--- src/rtl/updown_counter_param.sv ---
// updown_counter_param: parametrised up/down counter with load, enable, step, wrap or saturate
// range handling, and a count-state FSM (IDLE / CNT_UP / CNT_DN / HELD).
module updown_counter_param #(
    parameter int WIDTH    = 8,
    parameter int STEP_W   = 4,
    parameter int MIN_VAL  = 0,
    parameter int MAX_VAL  = 255,
    parameter int SAT_MODE = 0,
    parameter int DIR_SRC  = 0,
    parameter int RST_VAL  = 0
) (
    input  logic              clk,
    input  logic              rst,
    input  logic              en,
    input  logic              load,
    input  logic [WIDTH-1:0]  A,
    input  logic              up_dn,
    input  logic [STEP_W-1:0] step,
    output logic [WIDTH-1:0]  Q,
    output logic              dir_o,
    output logic              wrap_o,
    output logic              at_max,
    output logic              at_min,
    output logic [1:0]        state_o
);
    typedef enum logic [1:0] {IDLE, CNT_UP, CNT_DN, HELD} state_t;
    localparam int XW = WIDTH + 2;
    localparam logic [WIDTH-1:0] MAX_W = WIDTH'(MAX_VAL);
    localparam logic [WIDTH-1:0] MIN_W = WIDTH'(MIN_VAL);
    localparam logic [WIDTH-1:0] RNG_W = WIDTH'(MAX_VAL - MIN_VAL + 1);
    localparam logic [WIDTH-1:0] RST_W = WIDTH'(RST_VAL);
    localparam logic signed [XW-1:0] MAX_X = XW'(MAX_VAL);
    localparam logic signed [XW-1:0] MIN_X = XW'(MIN_VAL);

    state_t state_q, state_d;
    logic [WIDTH-1:0] q_q, q_d;
    logic dir_q, dir_d, wrap_q, wrap_d;
    logic dir_up, over, under, frozen;
    logic signed [XW-1:0] sum_x;

    assign dir_up = (DIR_SRC != 0) ? up_dn : ~A[0];
    // Two guard bits keep the raw sum exact so range violations are visible before folding.
    assign sum_x  = dir_up ? $signed({2'b00, q_q}) + $signed(XW'(step))
                           : $signed({2'b00, q_q}) - $signed(XW'(step));
    assign over   = sum_x > MAX_X;
    assign under  = sum_x < MIN_X;
    assign at_max = q_q == MAX_W;
    assign at_min = q_q == MIN_W;
    assign frozen = (state_q == HELD) && (dir_up ? at_max : at_min);

    always_comb begin
        q_d     = q_q;
        dir_d   = dir_q;
        wrap_d  = 1'b0;
        state_d = (state_q == HELD) ? HELD : IDLE;
        if (load) begin
            q_d     = (A > MAX_W) ? MAX_W : (A < MIN_W) ? MIN_W : A;
            state_d = IDLE;
        end else if (en) begin
            dir_d = dir_up;
            if (!frozen) begin
                state_d = dir_up ? CNT_UP : CNT_DN;
                if (step != '0) begin
                    q_d    = over  ? ((SAT_MODE != 0) ? MAX_W : sum_x[WIDTH-1:0] - RNG_W) :
                             under ? ((SAT_MODE != 0) ? MIN_W : sum_x[WIDTH-1:0] + RNG_W) :
                             sum_x[WIDTH-1:0];
                    wrap_d = over | under;
                    if (SAT_MODE != 0 && state_q != HELD && q_d == (dir_up ? MAX_W : MIN_W))
                        state_d = HELD;
                end
            end
        end
    end

    always_ff @(posedge clk or posedge rst) begin
        if (rst) begin
            q_q     <= RST_W;
            dir_q   <= 1'b1;
            wrap_q  <= 1'b0;
            state_q <= IDLE;
        end else begin
            q_q     <= q_d;
            dir_q   <= dir_d;
            wrap_q  <= wrap_d;
            state_q <= state_d;
        end
    end

    assign Q       = q_q;
    assign dir_o   = dir_q;
    assign wrap_o  = wrap_q;
    assign state_o = state_q;
endmodule

--- config.mk ---
export PLATFORM = sky130hd
export DESIGN_NAME = updown_counter_param
export DESIGN_NICKNAME = d
export VERILOG_FILES = /design/src/rtl/updown_counter_param.sv
export SDC_FILE = /design/constraint.sdc
export NUM_CORES = 1
export LEC_CHECK = 0
export CAP_MARGIN = 20
export CORE_MARGIN = 2
export CORE_UTILIZATION = 50
export CTS_BUF_LIST = sky130_fd_sc_hd__clkbuf_4
export DETAILED_ROUTE_END_ITERATION = 8
export HOLD_SLACK_MARGIN = 0.12
export PLACE_DENSITY_LB_ADDON = 0.05
export REMOVE_ABC_BUFFERS = 1
export SLEW_MARGIN = 10
export SYNTH_ARGS = -nofsm -noshare
export SYNTH_HDL_FRONTEND = slang
export SYNTH_SLANG_ARGS = --single-unit
export TNS_END_PERCENT = 10
--- constraint.sdc ---
create_clock -name clk -period 3.2 [get_ports clk]
set_input_delay 0.8 -clock clk [delete_from_list [all_inputs] [get_ports clk]]
set_output_delay 0.8 -clock clk [all_outputs]
set_load 0.05 [all_outputs]
==> results.md <==
- Worst setup slack before clock tree synthesis: -0.01147 ns
- Setup skew after layout: roughly 0.0079 ns
- Total clock sinks: 12
- Pin count of the biggest net entering global routing: 14
- Max-capacitance violation count: 0
- Fraction of the mapped netlist area in compound gates: 0.2430
- Transition time at the pin with the least slew margin: 0.5994 ns
- Worst voltage drop across the vdd grid: 0.3379 mV
- Main combinational cell family by area after synthesis: compound AO/OA/AOI/OAI gates
- Post-detailed-route wirelength per cell: 14.95 µm
- Area grow syn2layout: 36.74%
- Post-CTS Hold Fix Bufs: 0
- Class of the tightest hold or removal check: flip-flop to flip-flop
- Cell count after synthesis: 122
- Crit-path max FO: 6
- Required time at the worst-slack endpoint: 2.40 ns
- Placed wire-length estimate: 2207 µm
- Combined global-route utilization of all metal layers: 0.2500
- Cell area power density: around 420 nW/µm²
- Die ar.: ~2500 µm²
- Cell Count, Final, Fillers Out: 186
- Post-synthesis share of cell area spent on xor and xnor gates: 0.01643
- Clock tree from TritonCTS: done
- Hold violation total from the final report: 0
- Post-route DRC violation count: 0
- Number of clock buffers inserted by TritonCTS: 3
- Detailed-route wire length on metal 1: 1189 µm
- Initial standard-cell utilization of the core: 0.5379
- Topmost layer with routed signal wires: met4
- Top-level port count: 31
- Run status: finished, final reports clean
- Post-route total power: 0.6075 mW
- Number of detailed-route iterations in the first pass: 5
- Post-synthesis average cell area: 8.738 µm²
- Antenna violations before repair: 0
- Post-route minimum period: 3.067 ns
- Fin nets: around 190
- EDFF count, synth: 0
- Routed met3 length: 215 µm
- Simple-gate share of the synthesized area: 0.2207
- Async set or reset register ratio after synthesis: 1.000
- Clock-pin slew on the worst setup and hold paths: 0.08 ns
- Number of antenna repair diodes: 0
- Max_slew headroom: 0.5992
- Later-pin clock latency in the skew report: between 0.2 and 0.3 ns
- Root buf cell: sky130_fd_sc_hd__clkbuf_4
- Final setup violation count: 0
- GRT Residual Overflow: 0
- Portion of the post-synthesis area used by sequential elements: 0.2829
- Number of max-slew violations in the final report: 0
- Worst-case clock buffer depth: 2
- Slack of the critical path: approximately 0.13 ns
- Adder-cell share of the synthesized area: 0.1315
- Share of synthesized area spent on multiplexers: 0.04225
- Number of nets with antenna violations after detailed routing: 0
- Post-synthesis cell type count: 47
- Number of flip-flops and latches in the synthesized netlist: 12
- Total vias in the final route: approximately 1100
- Standard-cell rows: 16
- Startpoint type of the worst setup path: flip-flop
- Count of cells resized by post-cts repair: 0
- Maximum achievable frequency: 326.0 MHz
- Drt initial violations: 24
- RSZ-0062 raised after global routing: false
- Via count of the first global-routing pass: between 1000 and 1500
- Ys Warns: 0
- DRT Wirelength: 2780 µm
- Post-CTS repair timing setup buffer count: 0
- Global-route wire length before repair: 4767 µm
- Worst endpoint data arrival time: about 2.3 ns
- Post-Syn Area: 1066 µm²
- Routed wl met2: 1344 µm
- Floorplan Core Area: 1982 µm²
- Placed Cells incl. Taps: 182
- Share of final-layout standard cells stronger than drive strength 1: 0.1447
- Ys flop type: sky130_fd_sc_hd__dfrtp_1
- Die Y-Extent: between 50 and 60 µm
- Nature of the critical path endpoint: output port
- Final Wtd Congestion: 0.8352
- CTS H-Tree Depth: 1
- Category of the most critical setup path: flip-flop to output port
- PortBufs: 29
- Period utilisation layout: 0.9586
- Die boundary width: 50.18 µm
- Number of vias per cell: a little under 6
- Static leakage: between 0.6 and 0.7 nW
## cell usage in the layout (no fill, tap or decap), types with 3 or more instances in the layout
master                            count
sky130_fd_sc_hd__nand3_1              3
sky130_fd_sc_hd__inv_1               11
sky130_fd_sc_hd__mux2i_1              3
sky130_fd_sc_hd__dfrtp_1             11
sky130_fd_sc_hd__o211ai_1             3
sky130_fd_sc_hd__a31oi_1              5
sky130_fd_sc_hd__clkdlybuf4s50_1     29
sky130_fd_sc_hd__nor2b_1              3
sky130_fd_sc_hd__nor2_1              10
sky130_fd_sc_hd__buf_4                8
sky130_fd_sc_hd__ha_1                 8
sky130_fd_sc_hd__clkbuf_4             4
sky130_fd_sc_hd__nand2_1              5
sky130_fd_sc_hd__o21ai_0              7
sky130_fd_sc_hd__nand2b_1             4
sky130_fd_sc_hd__a21oi_1              7
## cell families (layout without fill, tap and decap cells)
family / count (synthesis) / in the layout
adders and majority gates: 10 / 10
and+or+nand+nor: 41 / 41
DFF: 12 / 12
xor gates and xnor gates: 2 / 2
AOI/OAI and AO/OA: 37 / 37
muxes: 4 / 4
buffers and inverters: 16 / 53
## per-layer routing
layer / vias up / track usage
met3: 4 / 0.06845
met4: 0 / 0.04167
met2: 45 / 0.4518
met1: 514 / 0.2966
li1: 526 / -
met5: - / 0
## through the flow
stage	instance area, µm²	utilization	hold WS (ns)	TNS [ns]
2_1_floorplan	1044	-	0.6213	0
3_3_place_gp	1428	0.7203	0.5103	0
3_5_place_dp	1428	0.7203	0.5157	-0.01147
4_1_cts	1458	0.7355	0.5360	0
5_1_grt	1458	0.7355	0.5808	0
6_report	1458	0.7355	0.5414	0
## worst paths after layout
check	start	endpoint	slack (ns)	cells past startpoint
setup / recovery	Q[7]	at_min	0.13	4
hold / removal	dir_o	dir_o	0.54	2
setup reg to reg	Q[1]	Q[7]	0.76	7
hold reg to reg	dir_o	dir_o	0.54	2
max in group asynchronous	rst	dir_o	2.01	2
min in group asynchronous	rst	Q[5]	0.83	2
## registers in the layout, summed over array words and instances, names as in the netlist
signal and flops:
Q 8, dir_o 1, state_o 2, wrap_o 1
## layout make-up
class / count / area [µm²]
well taps: 27 / 33.78
inverters: 12 / 45.04
flip-flops and latches: 12 / 301.5
multi-input cells: 94 / 696.9
repair buffers: 37 / 350.3
fillers: 148 / 524.3
clock buffers: 4 / 30.03
## worst max-delay path, cell delays in order (launching register included)
cell and delay [ns]:
sky130_fd_sc_hd__dfrtp_1 0.45, sky130_fd_sc_hd__nor4_1 0.45, sky130_fd_sc_hd__nand2_1 0.20, sky130_fd_sc_hd__inv_1 0.09, sky130_fd_sc_hd__clkdlybuf4s50_1 0.80
## power by group
group / leakage, nW / switching, mW / internal, mW
Sequential: 0.144 / 0.0301 / 0.171
Clock: 0.0184 / 0.0504 / 0.0568
Combinational: 0.457 / 0.172 / 0.127
## cells in the mapped netlist (3+ instances only)
master,n,share of area
sky130_fd_sc_hd__nand2_1,5,0.018
sky130_fd_sc_hd__ha_1,8,0.094
sky130_fd_sc_hd__o21ai_0,7,0.033
sky130_fd_sc_hd__nor2_1,10,0.035
sky130_fd_sc_hd__dfrtp_1,11,0.26
sky130_fd_sc_hd__mux2i_1,3,0.028
sky130_fd_sc_hd__nand3_1,3,0.014
sky130_fd_sc_hd__a31oi_1,5,0.029
sky130_fd_sc_hd__clkbuf_1,3,0.011
sky130_fd_sc_hd__o211ai_1,3,0.021
sky130_fd_sc_hd__inv_1,11,0.039
sky130_fd_sc_hd__a21oi_1,7,0.033
sky130_fd_sc_hd__nor2b_1,3,0.018
sky130_fd_sc_hd__nand2b_1,4,0.023
Note: power is estimated with default switching activity, not from simulation.
